`src/rtl/axil_pkg.sv`:
```
// Shared AXI4-Lite constants: response codes and default bus widths.
package axil_pkg;

  localparam logic [1:0] AXI_RESP_OKAY   = 2'b00;
  localparam int         AXIL_DATA_WIDTH = 32;
  localparam int         AXIL_ADDR_WIDTH = 5;

endpackage

```
`src/rtl/axil_ram_mem.sv`:
```
// Byte-enabled RAM array: synchronous write, registered read port with async-cleared output.
module axil_ram_mem import axil_pkg::*; #(
  parameter int DATA_WIDTH = AXIL_DATA_WIDTH,
  parameter int STRB_WIDTH = DATA_WIDTH/8,
  parameter int WORD_AW    = 3
) (
  input  logic                  clk,
  input  logic                  rst,
  input  logic                  i_wr_en,
  input  logic [WORD_AW-1:0]    i_wr_idx,
  input  logic [DATA_WIDTH-1:0] i_wr_data,
  input  logic [STRB_WIDTH-1:0] i_wr_strb,
  input  logic                  i_rd_en,
  input  logic [WORD_AW-1:0]    i_rd_idx,
  output logic [DATA_WIDTH-1:0] o_rd_data
);

  localparam int DEPTH = 2**WORD_AW;

  logic [DATA_WIDTH-1:0] r_mem [DEPTH];
  logic [DATA_WIDTH-1:0] r_rd_data;

  // Array is deliberately left out of reset so contents survive it.
  always_ff @(posedge clk) begin
    if (i_wr_en) begin
      for (int i = 0; i < STRB_WIDTH; i++) begin
        if (i_wr_strb[i]) r_mem[i_wr_idx][8*i +: 8] <= i_wr_data[8*i +: 8];
      end
    end
  end

  always_ff @(posedge clk or negedge rst) begin
    if (!rst) begin
      r_rd_data <= '0;
    end else if (i_rd_en) begin
      r_rd_data <= r_mem[i_rd_idx];
    end
  end

  assign o_rd_data = r_rd_data;

endmodule

```
`src/rtl/axil_ram_slave.sv`:
```
// AXI4-Lite RAM slave: independent read/write handshakes in front of axil_ram_mem.
module axil_ram_slave import axil_pkg::*; #(
  parameter int DATA_WIDTH = AXIL_DATA_WIDTH,
  parameter int ADDR_WIDTH = AXIL_ADDR_WIDTH,
  parameter int STRB_WIDTH = DATA_WIDTH/8
) (
  input  logic                  clk,
  input  logic                  rst,
  input  logic [ADDR_WIDTH-1:0] s_axil_awaddr,
  input  logic [2:0]            s_axil_awprot,
  input  logic                  s_axil_awvalid,
  output logic                  s_axil_awready,
  input  logic [DATA_WIDTH-1:0] s_axil_wdata,
  input  logic [STRB_WIDTH-1:0] s_axil_wstrb,
  input  logic                  s_axil_wvalid,
  output logic                  s_axil_wready,
  output logic [1:0]            s_axil_bresp,
  output logic                  s_axil_bvalid,
  input  logic                  s_axil_bready,
  input  logic [ADDR_WIDTH-1:0] s_axil_araddr,
  input  logic [2:0]            s_axil_arprot,
  input  logic                  s_axil_arvalid,
  output logic                  s_axil_arready,
  output logic [DATA_WIDTH-1:0] s_axil_rdata,
  output logic [1:0]            s_axil_rresp,
  output logic                  s_axil_rvalid,
  input  logic                  s_axil_rready
);

  localparam int ADDR_LSB = $clog2(STRB_WIDTH);
  localparam int WORD_AW  = ADDR_WIDTH - ADDR_LSB;

  logic r_awready;
  logic r_wready;
  logic r_bvalid;
  logic r_arready;
  logic r_rvalid;
  logic w_wr_accept;
  logic w_rd_accept;
  logic w_unused;

  // The ready terms make each accept a one-cycle pulse, so a held request
  // cannot be accepted on back-to-back edges.
  assign w_wr_accept = s_axil_awvalid & s_axil_wvalid & (~r_bvalid | s_axil_bready)
                     & ~r_awready & ~r_wready;
  assign w_rd_accept = s_axil_arvalid & (~r_rvalid | s_axil_rready) & ~r_arready;

  always_ff @(posedge clk or negedge rst) begin
    if (!rst) begin
      r_awready <= 1'b0;
      r_wready  <= 1'b0;
      r_bvalid  <= 1'b0;
      r_arready <= 1'b0;
      r_rvalid  <= 1'b0;
    end else begin
      r_awready <= w_wr_accept;
      r_wready  <= w_wr_accept;
      r_arready <= w_rd_accept;
      if (w_wr_accept)        r_bvalid <= 1'b1;
      else if (s_axil_bready) r_bvalid <= 1'b0;
      if (w_rd_accept)        r_rvalid <= 1'b1;
      else if (s_axil_rready) r_rvalid <= 1'b0;
    end
  end

  axil_ram_mem #(
    .DATA_WIDTH (DATA_WIDTH),
    .STRB_WIDTH (STRB_WIDTH),
    .WORD_AW    (WORD_AW)
  ) u_mem (
    .clk       (clk),
    .rst       (rst),
    .i_wr_en   (w_wr_accept),
    .i_wr_idx  (s_axil_awaddr[ADDR_WIDTH-1:ADDR_LSB]),
    .i_wr_data (s_axil_wdata),
    .i_wr_strb (s_axil_wstrb),
    .i_rd_en   (w_rd_accept),
    .i_rd_idx  (s_axil_araddr[ADDR_WIDTH-1:ADDR_LSB]),
    .o_rd_data (s_axil_rdata)
  );

  // Protection bits and sub-word address bits carry no meaning for this RAM.
  assign w_unused = &{1'b0, s_axil_awprot, s_axil_arprot, s_axil_awaddr, s_axil_araddr};

  assign s_axil_awready = r_awready;
  assign s_axil_wready  = r_wready;
  assign s_axil_bvalid  = r_bvalid;
  assign s_axil_bresp   = AXI_RESP_OKAY;
  assign s_axil_arready = r_arready;
  assign s_axil_rvalid  = r_rvalid;
  assign s_axil_rresp   = AXI_RESP_OKAY;

endmodule

```
`config.mk`:
```
export PLATFORM = sky130hd
export DESIGN_NAME = axil_ram_slave
export DESIGN_NICKNAME = d
export VERILOG_FILES = /design/src/rtl/axil_pkg.sv /design/src/rtl/axil_ram_mem.sv /design/src/rtl/axil_ram_slave.sv
export SDC_FILE = /design/constraint.sdc
export NUM_CORES = 1
export LEC_CHECK = 0
export BUFFER_PORTS_ARGS = -buffer_cell sky130_fd_sc_hd__buf_2
export CORE_MARGIN = 10
export CORE_UTILIZATION = 60
export DETAILED_ROUTE_END_ITERATION = 12
export HOLD_SLACK_MARGIN = 0.1
export PLACE_DENSITY = 0.8
export SLEW_MARGIN = 10
export SYNTH_ARGS = -nofsm -noshare
export SYNTH_HDL_FRONTEND = slang
export SYNTH_SLANG_ARGS = --single-unit
```
`constraint.sdc`:
```
create_clock -name clk -period 4.52 [get_ports clk]
set_input_delay 0.452 -clock clk [delete_from_list [all_inputs] [get_ports clk]]
set_output_delay 0.452 -clock clk [all_outputs]
set_load 0.005 [all_outputs]
```
==> out/qor.txt, run 1 <==
Status: completed
Post-synthesis cell type count: 28
Area of the multi-input gates: 2560 µm²
CP max stage cell: nor2_1
Syn Area/Cell: 17.5 µm²
Critical path startpoint category: flop
Io pins: 100
Final period utilization: 51.3%
Max Freq: 0.431 GHz
Clock latency at the later pin of the worst-skew pair: 0.53 ns
Num CTS Buffers: 27
Clock power share: 38.4%
Worst path bufs/invs: 0
Sequential power share: 54.4%
Post-synthesis cell count: 650
Clock Skew: 0.0162 ns
DRT Pass-1 Iters: 5
Worst flop-to-flop path startpoint: s_axil_wready$_DFF_PN0_
Worst R2R Setup Slack: 2.20 ns
Critical Path Max Stage Delay: 0.95 ns
Total Wirelength: 24,400 µm
Vias/cell: 6.30
Area after DPL: 11,900 µm²
Overall power: 5.61 mW
Critical path startpoint: s_axil_wready$_DFF_PN0_
Warnings, synthesis: 0
Fill cells: 1,146
RSZ-0062 raised after global routing: no
Worst setup endpoint: u_mem.r_mem[4][13]$_DFFE_PP_
Clk root buf: clkbuf_16
Die width: 158 µm
PortBufs: 85
Dpl hpwl: 14,000 µm
PD cells: 440 nW/µm²
Setup repair bufs after CTS: 0
Total negative slack: 0 ns
CP arrival: 2.45 ns
Crit Path Class: flop to flop
First-pass GRT wire length: 36,700 µm
Core Rows: 50
Crit path depth: 3
Max FO, Critical Path: 8
Fin nets: 789
Storage element area: 8590 µm²
Final critical-path required period: 2.32 ns
Peak supply drop: 0.385 mV
CP Capture Type: flop
Routed wire per std cell: 24.7 µm
Max cap viols: 0
Mapped Area: 11,400 µm²
Pleak: 4.53 nW
CP Cell Sequence: and3b_1, nand3_1, nor2_1
CP delay by family, top: simple AND/OR/NAND/NOR gates
RD Place Congestion: 0.740
Clock transition at the registers of the reported paths: 0.06 ns
Number of global-route vias before repair: 6,458
Initial core utilization: 60.8%
Net Switching: 1.20 mW
DRC viols: 0
Relative slew margins: 25.5%
Reg2reg path depth: 3
Power Internal: 4.41 mW
Worst hold path type: primary input to asynchronous set/reset pin
Htree depth: 1
Post-CTS Hold Fix Bufs: 0
Flops & latches, synth: 292
Initial antenna violation count: 5
Vias: 6,212
Detailed Route Iter0 Violations: 425
Synth-to-Final Area Change: 12.1%
Clock Tree Buf Depth: 3
Least-Margin Pin Slew: 1.11 ns
Endpoints failing setup: 0
Number of antenna-violating nets in the routed design: 0
Overflow after GRT: 0
Cts repair resizes: 0
Clock Sinks: 292
Die height: 158 µm
Worst Path Required: 4.65 ns
Die Area: 24,900 µm²
Final hold slack: 0.146 ns
Share of cells above drive strength 1: 26.8%
Net Sw Frac: 21.3%
Logic pwr share: 7.2%
Pins Over Slew Limit: 0
FF-to-FF End: u_mem.r_mem[4][13]$_DFFE_PP_
CTS tree: yes
Core ar.: 18,700 µm²
Fin area: 12,800 µm²
Pin count of the biggest net entering global routing: 98
Final hold vios: 0
GRT Overall Usage: 19.3%
Sequential share of the synthesized area: 75.5%
## metrics by stage
step / utilization, % / setup slack, ns / instances
CTS: 68.2 / 2.26 / 984
detailed placement: 63.7 / 2.02 / 935
finish: 68.2 / 2.20 / 986
global route: 68.2 / 2.08 / 985
floorplan: - / 2.82 / 653
global placement: 63.7 / 2.10 / 935
## synthesized netlist by cell type
cell type  count  area share (%)
and3b_1        1           0.077
nor2_1        34             1.1
nand3b_1       3            0.20
inv_1          1           0.033
and2_1         1           0.055
o22ai_1       32             1.8
mux2_2        64             6.3
nor2b_1        1           0.055
nand3_1        5            0.22
a22o_1        32             2.5
nand2_1        3           0.099
o31ai_2        1            0.11
or2_2          1           0.055
o31ai_1       31             2.0
dfrtp_1       36             7.9
conb_1         1           0.033
buf_6          4            0.40
edfxtp_1     256              68
clkbuf_1      20            0.66
nor2b_4        1            0.12
nand2b_1       3            0.16
mux2i_1       64             5.6
buf_2          3            0.13
or3_1          1           0.055
o21ai_0       33             1.5
buf_4         15            0.99
or3b_2         2            0.15
nand2b_4       1            0.12
## worst min path at each step
| stage | cells after the start | endpoint | from |
|---|---|---|---|
| finish | 1 | u_mem.o_rd_data[29]$_DFFE_PN0P_ | rst |
| global placement | 1 | s_axil_bvalid$_DFFE_PN0P_ | s_axil_wready$_DFF_PN0_ |
| global route | 1 | u_mem.o_rd_data[8]$_DFFE_PN0P_ | rst |
| floorplan | 0 | s_axil_arready$_DFF_PN0_ | rst |
| detailed placement | 2 | u_mem.o_rd_data[20]$_DFFE_PN0P_ | u_mem.o_rd_data[20]$_DFFE_PN0P_ |
| CTS | 1 | u_mem.o_rd_data[15]$_DFFE_PN0P_ | rst |
## flip-flops by register name, indices dropped and copies added (netlist names)
signal	count
u_mem.o_rd_data	32
s_axil_bvalid	1
s_axil_arready	1
u_mem.r_mem	256
s_axil_rvalid	1
s_axil_wready	1
## power groups by stage
stage	Combinational, mW	Clock, mW	Sequential [mW]
floorplan	0.211	0	3.11
global placement	0.389	0	3.11
detailed placement	0.407	0	3.11
CTS	0.408	2.18	3.05
global route	0.440	2.29	3.06
finish	0.406	2.15	3.05
## cell type report
cell class                      count  area share (%)
Antenna cell                        2          0.0392
Clock buffer                       40            6.07
Clock inverter                      9           0.529
Inverter                            1          0.0294
Multi-Input combinational cell    318            20.1
Sequential cell                   292            67.3
Tap cell                          234            2.29
Timing Repair Buffer               90            3.68
## per-layer routing
layer	vias up	wire, µm	global-route usage, %	part of all wire [%]
met4	6	472	5.48	1.9
met2	267	12200	33.0	50
met1	3146	9700	24.4	40
li1	2731	-	-	-
met3	62	2010	4.29	8.2
met5	-	32	0	0.13
## worst register-to-register path, delay by kind of cell, from the launching register on
| kind | cells | cell delay [ns] |
|---|---|---|
| and+or+nand+nor | 3 | 1.54 |
| DFF | 1 | 0.40 |
## placed cells by master (no fill, tap or decap), types with 3 or more instances in the layout
| cell type | n |
|---|---|
| a22o_1 | 32 |
| buf_2 | 84 |
| buf_4 | 5 |
| clkbuf_1 | 8 |
| clkbuf_16 | 27 |
| clkbuf_8 | 5 |
| clkinv_1 | 4 |
| clkinv_2 | 3 |
| conb_1 | 4 |
| dfrtp_1 | 36 |
| edfxtp_1 | 256 |
| mux2_2 | 64 |
| mux2i_1 | 64 |
| nand3_1 | 5 |
| nand3b_1 | 3 |
| nor2_1 | 33 |
| o21ai_0 | 33 |
| o22ai_1 | 32 |
| o31ai_1 | 31 |
## kinds of logic (layout without fill, tap and decap cells)
| logic type | count (synthesis) | after routing | synth area share [%] |
|---|---|---|---|
| mux | 128 | 128 | 12.0 |
| buf+inv | 43 | 140 | 2.21 |
| simple gates | 57 | 57 | 2.50 |
| other cells | 1 | 6 | 0.0330 |
| compound gates | 129 | 129 | 7.83 |
| flops | 292 | 292 | 75.5 |
(Power assumes the default switching activity.)
==> run 2: changes to the inputs <==
Settings changed: CORE_UTILIZATION 60 to 53, PLACE_DENSITY 0.8 to 0.75.
Clock period 4.52 ns to 2 ns, I/O delays scaled along.
==> out/qor.txt, run 2 (synthesis results as in run 1) <==
N_diodes: 0 (-2)
Final period utilization: 87.3% (+36 points)
Largest register by flop count: u_mem.r_mem
Worst Path Required: 2.24 ns (-2.41 ns)
Uppermost layer routed: met5
Io pins: 100 (unchanged)
Clock transition at the registers of the reported paths: 0.06 ns (about the same)
Worst hold path type: primary input to flop
Core Rows: 53 (+6.0%)
Sequential power share: 52.4% (-2.0 points)
Pins Over Slew Limit: 0 (unchanged)
Share of cells above drive strength 1: 29.4% (+2.6 points)
Peak supply drop: 0.757 mV (+97%)
CP Capture Type: flop
Net Switching: 2.78 mW (+130%)
CP arrival: 1.98 ns (-0.47 ns)
Clock Tree Buf Depth: 3 (unchanged)
Relative slew margins: 36.4% (+11 points)
PortBufs: 85 (unchanged)
RSZ-0062 raised after global routing: no
Initial core utilization: 54.0% (-6.9 points)
CTS tree: yes
Max FFs per register: 256 (unchanged)
Detailed Route Iter0 Violations: 538 (+27%)
Least-Margin Pin Slew: 0.953 ns (-0.160 ns)
Most frequent cells in the layout: edfxtp_1 (256), buf_2 (84), mux2i_1 (64), mux2_2 (64), buf_4 (38)
Fill cells: 1,415 (+23%)
Routed wire per std cell: 23.5 µm (-5.0%)
Slack of the critical path: 0.254 ns (-1.95 ns)
Die width: 167 µm (+5.6%)
Net Sw Frac: 21.1% (-0.21 points)
Cts repair resizes: 0 (unchanged)
Area after DPL: 12,300 µm² (+3.3%)
Overflow after GRT: 0 (unchanged)
Htree depth: 1 (unchanged)
Status: completed
Clock power share: 39.9% (+1.5 points)
WL met1: 10,800 µm (+11%)
Fin area: 13,600 µm² (+6.5%)
Max FO, Critical Path: 8 (unchanged)
Pleak: 4.95 nW (+9.4%)
DRC viols: 0 (unchanged)
Clock Sinks: 292 (unchanged)
Power Internal: 10.4 mW (+140%)
Max Freq: 0.573 GHz (+33%)
Vias/cell: 5.89 (-6.6%)
Critical path startpoint category: flop
First-pass GRT wire length: 39,600 µm (+7.9%)
Setup repair bufs after CTS: 0 (unchanged)
Clock latency at the later pin of the worst-skew pair: 0.53 ns (about the same)
Number of antenna-violating nets in the routed design: 0 (unchanged)
Logic pwr share: 7.7% (+0.5 points)
Post-place setup slack: 0.268 ns (-1.75 ns)
Die Area: 27,700 µm² (+11%)
Crit Path Class: flop to flop
Number of global-route vias before repair: 6,910 (+7.0%)
Max cap viols: 0 (unchanged)
GRT Overall Usage: 18.0% (-1.4 points)
Worst R2R Setup Slack: 0.25 ns (-1.95 ns)
Final hold vios: 0 (unchanged)
PD cells: 968 nW/µm² (+120%)
Area of the multi-input gates: 2560 µm² (-0.20%)
Num CTS Buffers: 28 (+3.7%)
Total negative slack: 0 ns (unchanged)
Vias: 6,480 (+4.3%)
Total Wirelength: 25,900 µm (+6.1%)
Clk root buf: clkbuf_16
Routed met3 length: 1750 µm (-13%)
Clock Skew: 0.0176 ns (+0.00140 ns)
Endpoints failing setup: 0 (unchanged)
Core ar.: 21,100 µm² (+13%)
RD Place Congestion: 0.758 (+2.4%)
DRT Pass-1 Iters: 5 (unchanged)
Routed wl met2: 12,800 µm (+4.8%)
Final critical-path required period: 1.75 ns (-0.575 ns)
Non-Filler Instances: 1,101 (+12%)
Placed Cells: 1,014 (+8.4%)
Die height: 167 µm (+5.6%)
Pin count of the biggest net entering global routing: 42 (-57%)
Synth-to-Final Area Change: 19.4%
Overall power: 13.2 mW (+130%)
Initial antenna violation count: 1 (-4)
Fin nets: 863 (+9.4%)
Commonest non-fill, non-tap cell in the layout: edfxtp_1
Dpl hpwl: 15,300 µm (+9.4%)
Storage element area: 8590 µm² (unchanged)
run 2: cell count changes in the layout (fill, tap and decap cells not counted), sizes merged:
cell         delta
buf            +38
bufinv          +1
clkbuf          +3
clkinvlp        -1
diode           -2
dlygate4sd3    +35
run 2: final cells by class:
| class | count | area share [%] |
|---|---|---|
| Timing Repair Buffer | 163 | 8.59 |
| Clock buffer | 43 | 6.17 |
| Clock inverter | 9 | 0.690 |
| Inverter | 1 | 0.0276 |
| Multi-Input combinational cell | 318 | 18.8 |
| Sequential cell | 292 | 63.2 |
| Tap cell | 275 | 2.53 |
run 2: path summary, 6_finish.rpt:
kind	startpoint	to	depth (start not counted)
max in group asynchronous	rst	u_mem.o_rd_data[11]$_DFFE_PN0P_	3
worst max-delay path	s_axil_wready$_DFF_PN0_	u_mem.r_mem[7][13]$_DFFE_PP_	4
worst min register to register	u_mem.o_rd_data[25]$_DFFE_PN0P_	u_mem.o_rd_data[25]$_DFFE_PN0P_	2
worst min-delay path	s_axil_awvalid	s_axil_wready$_DFF_PN0_	3
min in group asynchronous	rst	u_mem.o_rd_data[5]$_DFFE_PN0P_	2
worst max register to register	s_axil_wready$_DFF_PN0_	u_mem.r_mem[7][13]$_DFFE_PP_	4
run 2: worst max-delay path, stage by stage, from the launching register on:
cell,delay [ns]
dfrtp_1,0.40
and3b_1,0.33
nand3_1,0.28
nor2_1,0.22
buf_4,0.22
run 2: what timing repair did:
item / CTS / global route
endpoints found under the hold margin: 276 / 0
setup endpoints to repair: 0 / 0
hold buffers: 35 / 0
run 2: power by group through the flow:
stage               clock network (mW)  registers, mW  logic (mW)
finish                            5.25           6.90        1.01
global route                      5.55           6.91        1.11
CTS                               5.29           6.90        1.02
detailed placement                   0           7.02       0.959
global placement                     0           7.02       0.925
floorplan                            0           7.02       0.476
run 2: layer usage:
metal  GRT usage [%]  vias up
met4            5.04        2
met1            23.2     3310
li1                -     2885
met3            3.55       41
met5               0        -
met2            30.3      242
run 2: per-stage QoR:
| step | hold WS, ns | util [%] |
|---|---|---|
| floorplan | -0.0956 | - |
| global placement | 0.260 | 58.4 |
| detailed placement | 0.269 | 58.4 |
| CTS | 0.197 | 64.5 |
| global route | 0.209 | 64.5 |
| finish | 0.230 | 64.5 |
